File: src/rtl/bincount_gray.sv
// Up/down binary counter with a registered Gray-code twin, wrap pulse and load.
// Optional GRAY_STEP_CHECK_EN adds a sticky checker for single-bit Gray steps.
module bincount_gray #(
  parameter int WIDTH = 4
) (
  input  logic             clk,
  input  logic             rst_n,
  input  logic             en,
  input  logic             up,
  input  logic             load,
  input  logic [WIDTH-1:0] load_val,
  output logic [WIDTH-1:0] b,
  output logic [WIDTH-1:0] g,
  output logic             tc,
  output logic             err
);

  localparam logic [WIDTH-1:0] MAX  = '1;
  localparam logic [WIDTH-1:0] ZERO = '0;

  logic [WIDTH-1:0] b_q, g_q;
  logic [WIDTH-1:0] b_nxt, g_nxt;
  logic             tc_q, tc_nxt;
  logic             step;

  always_comb begin
    b_nxt  = b_q;
    tc_nxt = 1'b0;
    step   = 1'b0;
    if (load) begin
      b_nxt = load_val;
    end else if (en) begin
      step = 1'b1;
      if (up) begin
        b_nxt  = b_q + WIDTH'(1);
        tc_nxt = (b_q == MAX);
      end else begin
        b_nxt  = b_q - WIDTH'(1);
        tc_nxt = (b_q == ZERO);
      end
    end
    g_nxt = b_nxt ^ (b_nxt >> 1);
  end

  always_ff @(posedge clk or negedge rst_n) begin
    if (!rst_n) begin
      b_q  <= '0;
      g_q  <= '0;
      tc_q <= 1'b0;
    end else begin
      b_q  <= b_nxt;
      g_q  <= g_nxt;
      tc_q <= tc_nxt;
    end
  end

  assign b  = b_q;
  assign g  = g_q;
  assign tc = tc_q;

`ifdef GRAY_STEP_CHECK_EN
  logic [WIDTH-1:0] g_prev;
  logic [WIDTH-1:0] diff;
  logic [4:0]       n_ones;
  logic             chk_q;
  logic             bad;
  logic             err_q;

  // g_prev holds the code from before the last step; compare once it lands
  always_comb begin
    diff   = g_q ^ g_prev;
    n_ones = '0;
    for (int i = 0; i < WIDTH; i++) begin
      n_ones = n_ones + {4'b0, diff[i]};
    end
    bad = chk_q && (n_ones != 5'd1);
  end

  always_ff @(posedge clk or negedge rst_n) begin
    if (!rst_n) begin
      g_prev <= '0;
      chk_q  <= 1'b0;
      err_q  <= 1'b0;
    end else begin
      g_prev <= g_q;
      chk_q  <= step;
      if (bad) err_q <= 1'b1;
    end
  end

  assign err = err_q;
`else
  assign err = 1'b0;
`endif

endmodule

File: config.mk
export PLATFORM = sky130hd
export DESIGN_NAME = bincount_gray
export DESIGN_NICKNAME = d
export VERILOG_FILES = /design/src/rtl/bincount_gray.sv
export SDC_FILE = /design/constraint.sdc
export NUM_CORES = 1
export LEC_CHECK = 0
export ABC_AREA = 1
export CORE_AREA = 2 2 39 41
export CTS_BUF_LIST = sky130_fd_sc_hd__clkbuf_2
export DETAILED_ROUTE_END_ITERATION = 10
export DIE_AREA = 0 0 41 43
export HOLD_SLACK_MARGIN = 0.12
export PLACE_DENSITY = 0.7
export RECOVER_POWER = 100
export SLEW_MARGIN = 30
export SYNTH_ARGS = -nofsm -noshare
export SYNTH_HDL_FRONTEND = slang
export SYNTH_SLANG_ARGS = --single-unit
File: constraint.sdc
create_clock -name clk -period 2.26 [get_ports clk]
set_input_delay 0.678 -clock clk [delete_from_list [all_inputs] [get_ports clk]]
set_output_delay 0.678 -clock clk [all_outputs]
set_load 0.005 [all_outputs]
After elaboration in Yosys (flattened, before gate mapping)
Index checks and enable logic that the tools add are counted.
- flip-flop bits (word level): 9
- bits in latches: 0
- bits in writable memories: 0
- ROM bits: 0
- bits of input ports: 9
- output and inout bits: 10
- word-level logic and storage cells: 14
- memories kept: 0
- add/subtract/negate cells: 2
- multipliers: 0
- div/mod/pow operators: 0
- $lt $le $gt $ge: 0
- equal/unequal tests: 1
- shift-type cells: 0
- mux-type cells: 6
- bitwise logic cells: 1
- reductions and logical operators: 1
- operator list (kind ; number):
    $mux W4 ; 3
    $add A4 B1 Y4 const B ; 1
    $eq A4 B4 Y1 const B ; 1
    $logic_not A4 Y1 ; 1
    $sub A4 B1 Y4 const B ; 1
    $xor A4 B3 Y4 ; 1
    $mux W1 ; 3

Logic depth before layout (Yosys ltp)
- word-level depth: 5
- mapped depth: 11
- mapped depth without buffers: 11

Worst setup path after synthesis
Ideal clock, no wire load.
- path type: input-to-reg
- from: in up
- to: reg g_q[1] (netlist: g[1])
- setup time: 0.130 ns
- data arrival time: 1.594 ns
- data required time: 2.130 ns
- setup slack: 0.535 ns
- stages: 7
- path buffers: 0
- cells stage by stage: inv_2 fa_1 nand2_1 nand2_1 nand2_1 o21a_2 xor2_1
- longest elaborated chain between the ends: 4
- ends and longest elaborated chain (what ; RTL line ; RTL):
    start: declaration ; 9 ; input logic up,
    $mux W4 ; 34 ; if (up) begin
    $mux W4 ; 32 ; end else if (en) begin
    $mux W4 ; 30 ; if (load) begin
    $xor A4 B3 Y4 ; 42 ; g_nxt = b_nxt ^ (b_nxt >> 1);
    via g_nxt[1] ; 22 ; logic [WIDTH-1:0] b_nxt, g_nxt;
    end signal: assignment ; 52 ; g_q <= g_nxt;
    end: declaration ; 21 ; logic [WIDTH-1:0] b_q, g_q;
The timed path passes the listed nets, and every way through them passes these cells.

Worst setup path after layout
Ends and elaborated chain as after synthesis.

==> load_flow_metrics.sql <==
INSERT INTO impl_metrics (metric_group, metric, value, unit) VALUES
('clocking', 'post_cts_resized', '0', ''),
('clocking', 'cts-htree-levels', '1', ''),
('yosys', 'post-synth-top-area-fraction', '0.404', ''),
('global_route', 'grt_start_max_net_pins', '9', ''),
('power_and_ir_drop', 'total_leakage_power', '0.353', 'nW'),
('critical_path', 'crit_path_max_fanout', '3', ''),
('sta', 'finalSetupViolations', '0', ''),
('placed_design', 'placement.io_buffers', '17', ''),
('critical_path', 'setup.worst_path.class', 'in -> reg', ''),
('global_route', 'wire_length_of_the_first_global_routing_pass', '1700', 'microns'),
('final_layout', 'diodes', '0', ''),
('yosys', 'synth_async_sr_flop_share', '1.00', ''),
('final_layout', 'layout.filler_cells', '149', ''),
('final_layout', 'layout-drive-gt1-share', '0.145', ''),
('clocking', 'cts_num_sinks', '8', ''),
('yosys', 'yosys.area.top_type', 'sky130_fd_sc_hd__dfrtp_1', ''),
('yosys', 'synth_cell_type_count', '21', ''),
('yosys', 'synth_seq_cells', '8', ''),
('sta', 'clock.fmax', '0.481', 'GHz'),
('floorplan', 'floorplan.io_pins', '19', ''),
('final_layout', 'final_net_count', '97', ''),
('critical_path', 'worst_ep_required_time', '2.37', 'ns'),
('clocking', 'insertion_delay', '0.23', 'ns'),
('floorplan', 'die-area', '1760', 'sq um'),
('clocking', 'number_of_buffers_added_to_fix_hold_violations_after_cts', '0', ''),
('placed_design', 'place_area', '693', 'sq um'),
('critical_path', 'cp_data_arrival_time', '2.19', 'ns'),
('detailed_routing', 'detailedRoute.firstPassIterationCount', '2', ''),
('detailed_routing', 'routedWlPerCell', '10.9', 'microns'),
('yosys', 'mean_instance_size_in_the_synthesized_netlist', '7.99', 'sq um'),
('floorplan', 'rows', '14', ''),
('critical_path', 'r2r-end', 'g[1]', ''),
('detailed_routing', 'drcViolationCount', '0', ''),
('placed_design', 'detailedPlacementHpwl', '901', 'microns'),
('run_status', 'run_status', 'finished, final reports clean', ''),
('power_and_ir_drop', 'power_density', '592', 'nW/um^2'),
('clocking', 'cts_made_buffers', '3', ''),
('global_route', 'global_route.usage.total', '0.148', ''),
('yosys', 'syn_inst', '62', ''),
('placed_design', 'placed_cells_incl_taps', '96', ''),
('global_route', 'grt_antenna_before_repair', '0', ''),
('detailed_routing', 'antenna_viol_nets_final', '0', ''),
('clocking', 'postCtsSetupRepairBufs', '0', ''),
('run', 'max_cap_violations', '0', ''),
('yosys', 'syn-cell-area', '495', 'sq um'),
('critical_path', 'setup.reg_to_reg.worst_slack', '0.63', 'ns'),
('min_path', 'hold_class', 'reg -> reg', ''),
('clocking', 'cts_tree', 'yes', ''),
('sta', 'layout_worst_path_cycle_share', '0.921', ''),
('yosys', 'syn-num-nets', '74', ''),
('min_path', 'worstHoldStart', 'b[2]', ''),
('clocking', 'ctsRootBufferMaster', 'sky130_fd_sc_hd__clkbuf_2', ''),
('final_layout', 'flow.area_growth_from_synthesis', '42.2', '%'),
('detailed_routing', 'first_iter_violations', '5', ''),
('min_path', 'hold_path_depth', '3', ''),
('sta', 'max_transition_viols_final', '0', ''),
('final_layout', 'final_cell_count_no_fill', '99', ''),
('detailed_routing', 'drt-vias-per-instance', '4.68', ''),
('critical_path', 'worstReg2RegStart', 'b[0]', ''),
('sta', 'finClkSkew', '0.00148', 'ns'),
('yosys', 'ys_warn_count', '0', ''),
('yosys', 'ys_seq_area_frac', '0.404', ''),
('floorplan', 'floorplan.initialDensity', '0.358', ''),
('global_route', 'grt_remaining_overflow', '0', ''),
('min_path', 'worst_hold_path.endpoint', 'tc', ''),
('final_layout', 'fin_util', '0.509', ''),
('yosys', 'primary_flip_flop_cell_chosen_by_synthesis_mapping', 'sky130_fd_sc_hd__dfrtp_1', ''),
('critical_path', 'timing.critical_path.from_type', 'primary input', ''),
('clocking', 'clock_tree.buffer_depth', '2', ''),
('sta', 'unrepaired_setup_endpoints_after_global_routing', 'no', ''),
('critical_path', 'worstRegToRegCells', '6', '');
## layout by cell type (no fill, tap or decap)
cell and n:
sky130_fd_sc_hd__conb_1 1, sky130_fd_sc_hd__o21a_2 1, sky130_fd_sc_hd__o211ai_1 1, sky130_fd_sc_hd__nor2_1 2, sky130_fd_sc_hd__clkbuf_1 1, sky130_fd_sc_hd__clkbuf_2 3
sky130_fd_sc_hd__buf_4 2, sky130_fd_sc_hd__clkdlybuf4s50_1 6, sky130_fd_sc_hd__or2_0 1, sky130_fd_sc_hd__ha_1 2, sky130_fd_sc_hd__nor3_1 2, sky130_fd_sc_hd__a41oi_1 1
sky130_fd_sc_hd__o21ai_0 1, sky130_fd_sc_hd__o21ai_1 1, sky130_fd_sc_hd__nand2_1 17, sky130_fd_sc_hd__o21ai_2 1, sky130_fd_sc_hd__nand3_1 3, sky130_fd_sc_hd__dfrtp_1 8
sky130_fd_sc_hd__fa_1 1, sky130_fd_sc_hd__xor2_1 2, sky130_fd_sc_hd__inv_1 6, sky130_fd_sc_hd__dlygate4sd3_1 11, sky130_fd_sc_hd__a21oi_1 3, sky130_fd_sc_hd__inv_2 4
sky130_fd_sc_hd__xnor2_1 1, sky130_fd_sc_hd__or2_2 1
## cells in the mapped netlist, types with 2 or more instances
library cell              number
sky130_fd_sc_hd__a21oi_1       3
sky130_fd_sc_hd__buf_4         2
sky130_fd_sc_hd__dfrtp_1       8
sky130_fd_sc_hd__ha_1          2
sky130_fd_sc_hd__inv_1         5
sky130_fd_sc_hd__inv_2         5
sky130_fd_sc_hd__nand2_1      17
sky130_fd_sc_hd__nand3_1       3
sky130_fd_sc_hd__nor2_1        2
sky130_fd_sc_hd__nor3_1        2
sky130_fd_sc_hd__o21ai_1       2
sky130_fd_sc_hd__xor2_1        2
## registers in the layout, summed over array words and instances, names as in the netlist
signal / cells
g: 3
tc: 1
b: 4
## worst max-delay path, cell delays in order
cell	delay (ns)
sky130_fd_sc_hd__clkdlybuf4s50_1	0.48
sky130_fd_sc_hd__inv_1	0.08
sky130_fd_sc_hd__fa_1	0.48
sky130_fd_sc_hd__nand2_1	0.05
sky130_fd_sc_hd__nand2_1	0.07
sky130_fd_sc_hd__nand2_1	0.05
sky130_fd_sc_hd__o21a_2	0.14
sky130_fd_sc_hd__xor2_1	0.16
## worst max-delay path by stage
stage / from / endpoint / slack (ns) / cells after the start
finish: up / g[1] / 0.18 / 8
global route: up / g[2] / 0.09 / 13
CTS: up / g[1] / 0.21 / 8
detailed placement: up / g[1] / -0.06 / 8
global placement: up / g[2] / -0.02 / 10
floorplan: up / g[1] / 0.54 / 7
## final cells by class
cell class,instances,area [sq um],area share
multi-input combinational,42,243,0.345
timing repair buffer,20,189,0.268
inverter,10,37.5,0.0533
tap,16,20.0,0.0284
clock buffer,3,15.0,0.0213
sequential,8,200,0.284
## cell families (layout without fill, tap and decap cells)
group,count (synthesis),count (layout),synth area share
AO/OA/AOI/OAI,9,9,0.119
adder cells (fa/ha/maj),3,3,0.0909
flip-flops,8,8,0.404
AND/OR/NAND/NOR,26,26,0.220
buffers and inverters,12,33,0.106
XOR/XNOR,3,3,0.0530
other,1,1,0.00757
## metal layers
metal | track usage | wire length [microns]
met1 | 0.183 | 480
met2 | 0.219 | 545
met3 | 0.0628 | 58
met4 | 0.0600 | 0
met5 | 0 | 0
## metrics by stage
step	worst slack, ns	hold slack, ns	total power [mW]
4_1_cts	0.208	0.697	0.437
5_1_grt	0.0870	0.719	0.453
2_1_floorplan	0.535	0.382	0.263
3_5_place_dp	-0.0555	0.672	0.350
6_report	0.179	0.690	0.417
3_3_place_gp	-0.0208	0.676	0.347
## where the power goes
| part | leakage [nW] | internal, mW | switching, mW | total, mW |
|---|---|---|---|---|
| registers | 0.0952 | 0.165 | 0.0202 | 0.185 |
| logic | 0.245 | 0.0822 | 0.0663 | 0.148 |
| clock network | 0.0125 | 0.0362 | 0.0473 | 0.0835 |
Note: power is estimated with default switching activity, not from simulation.
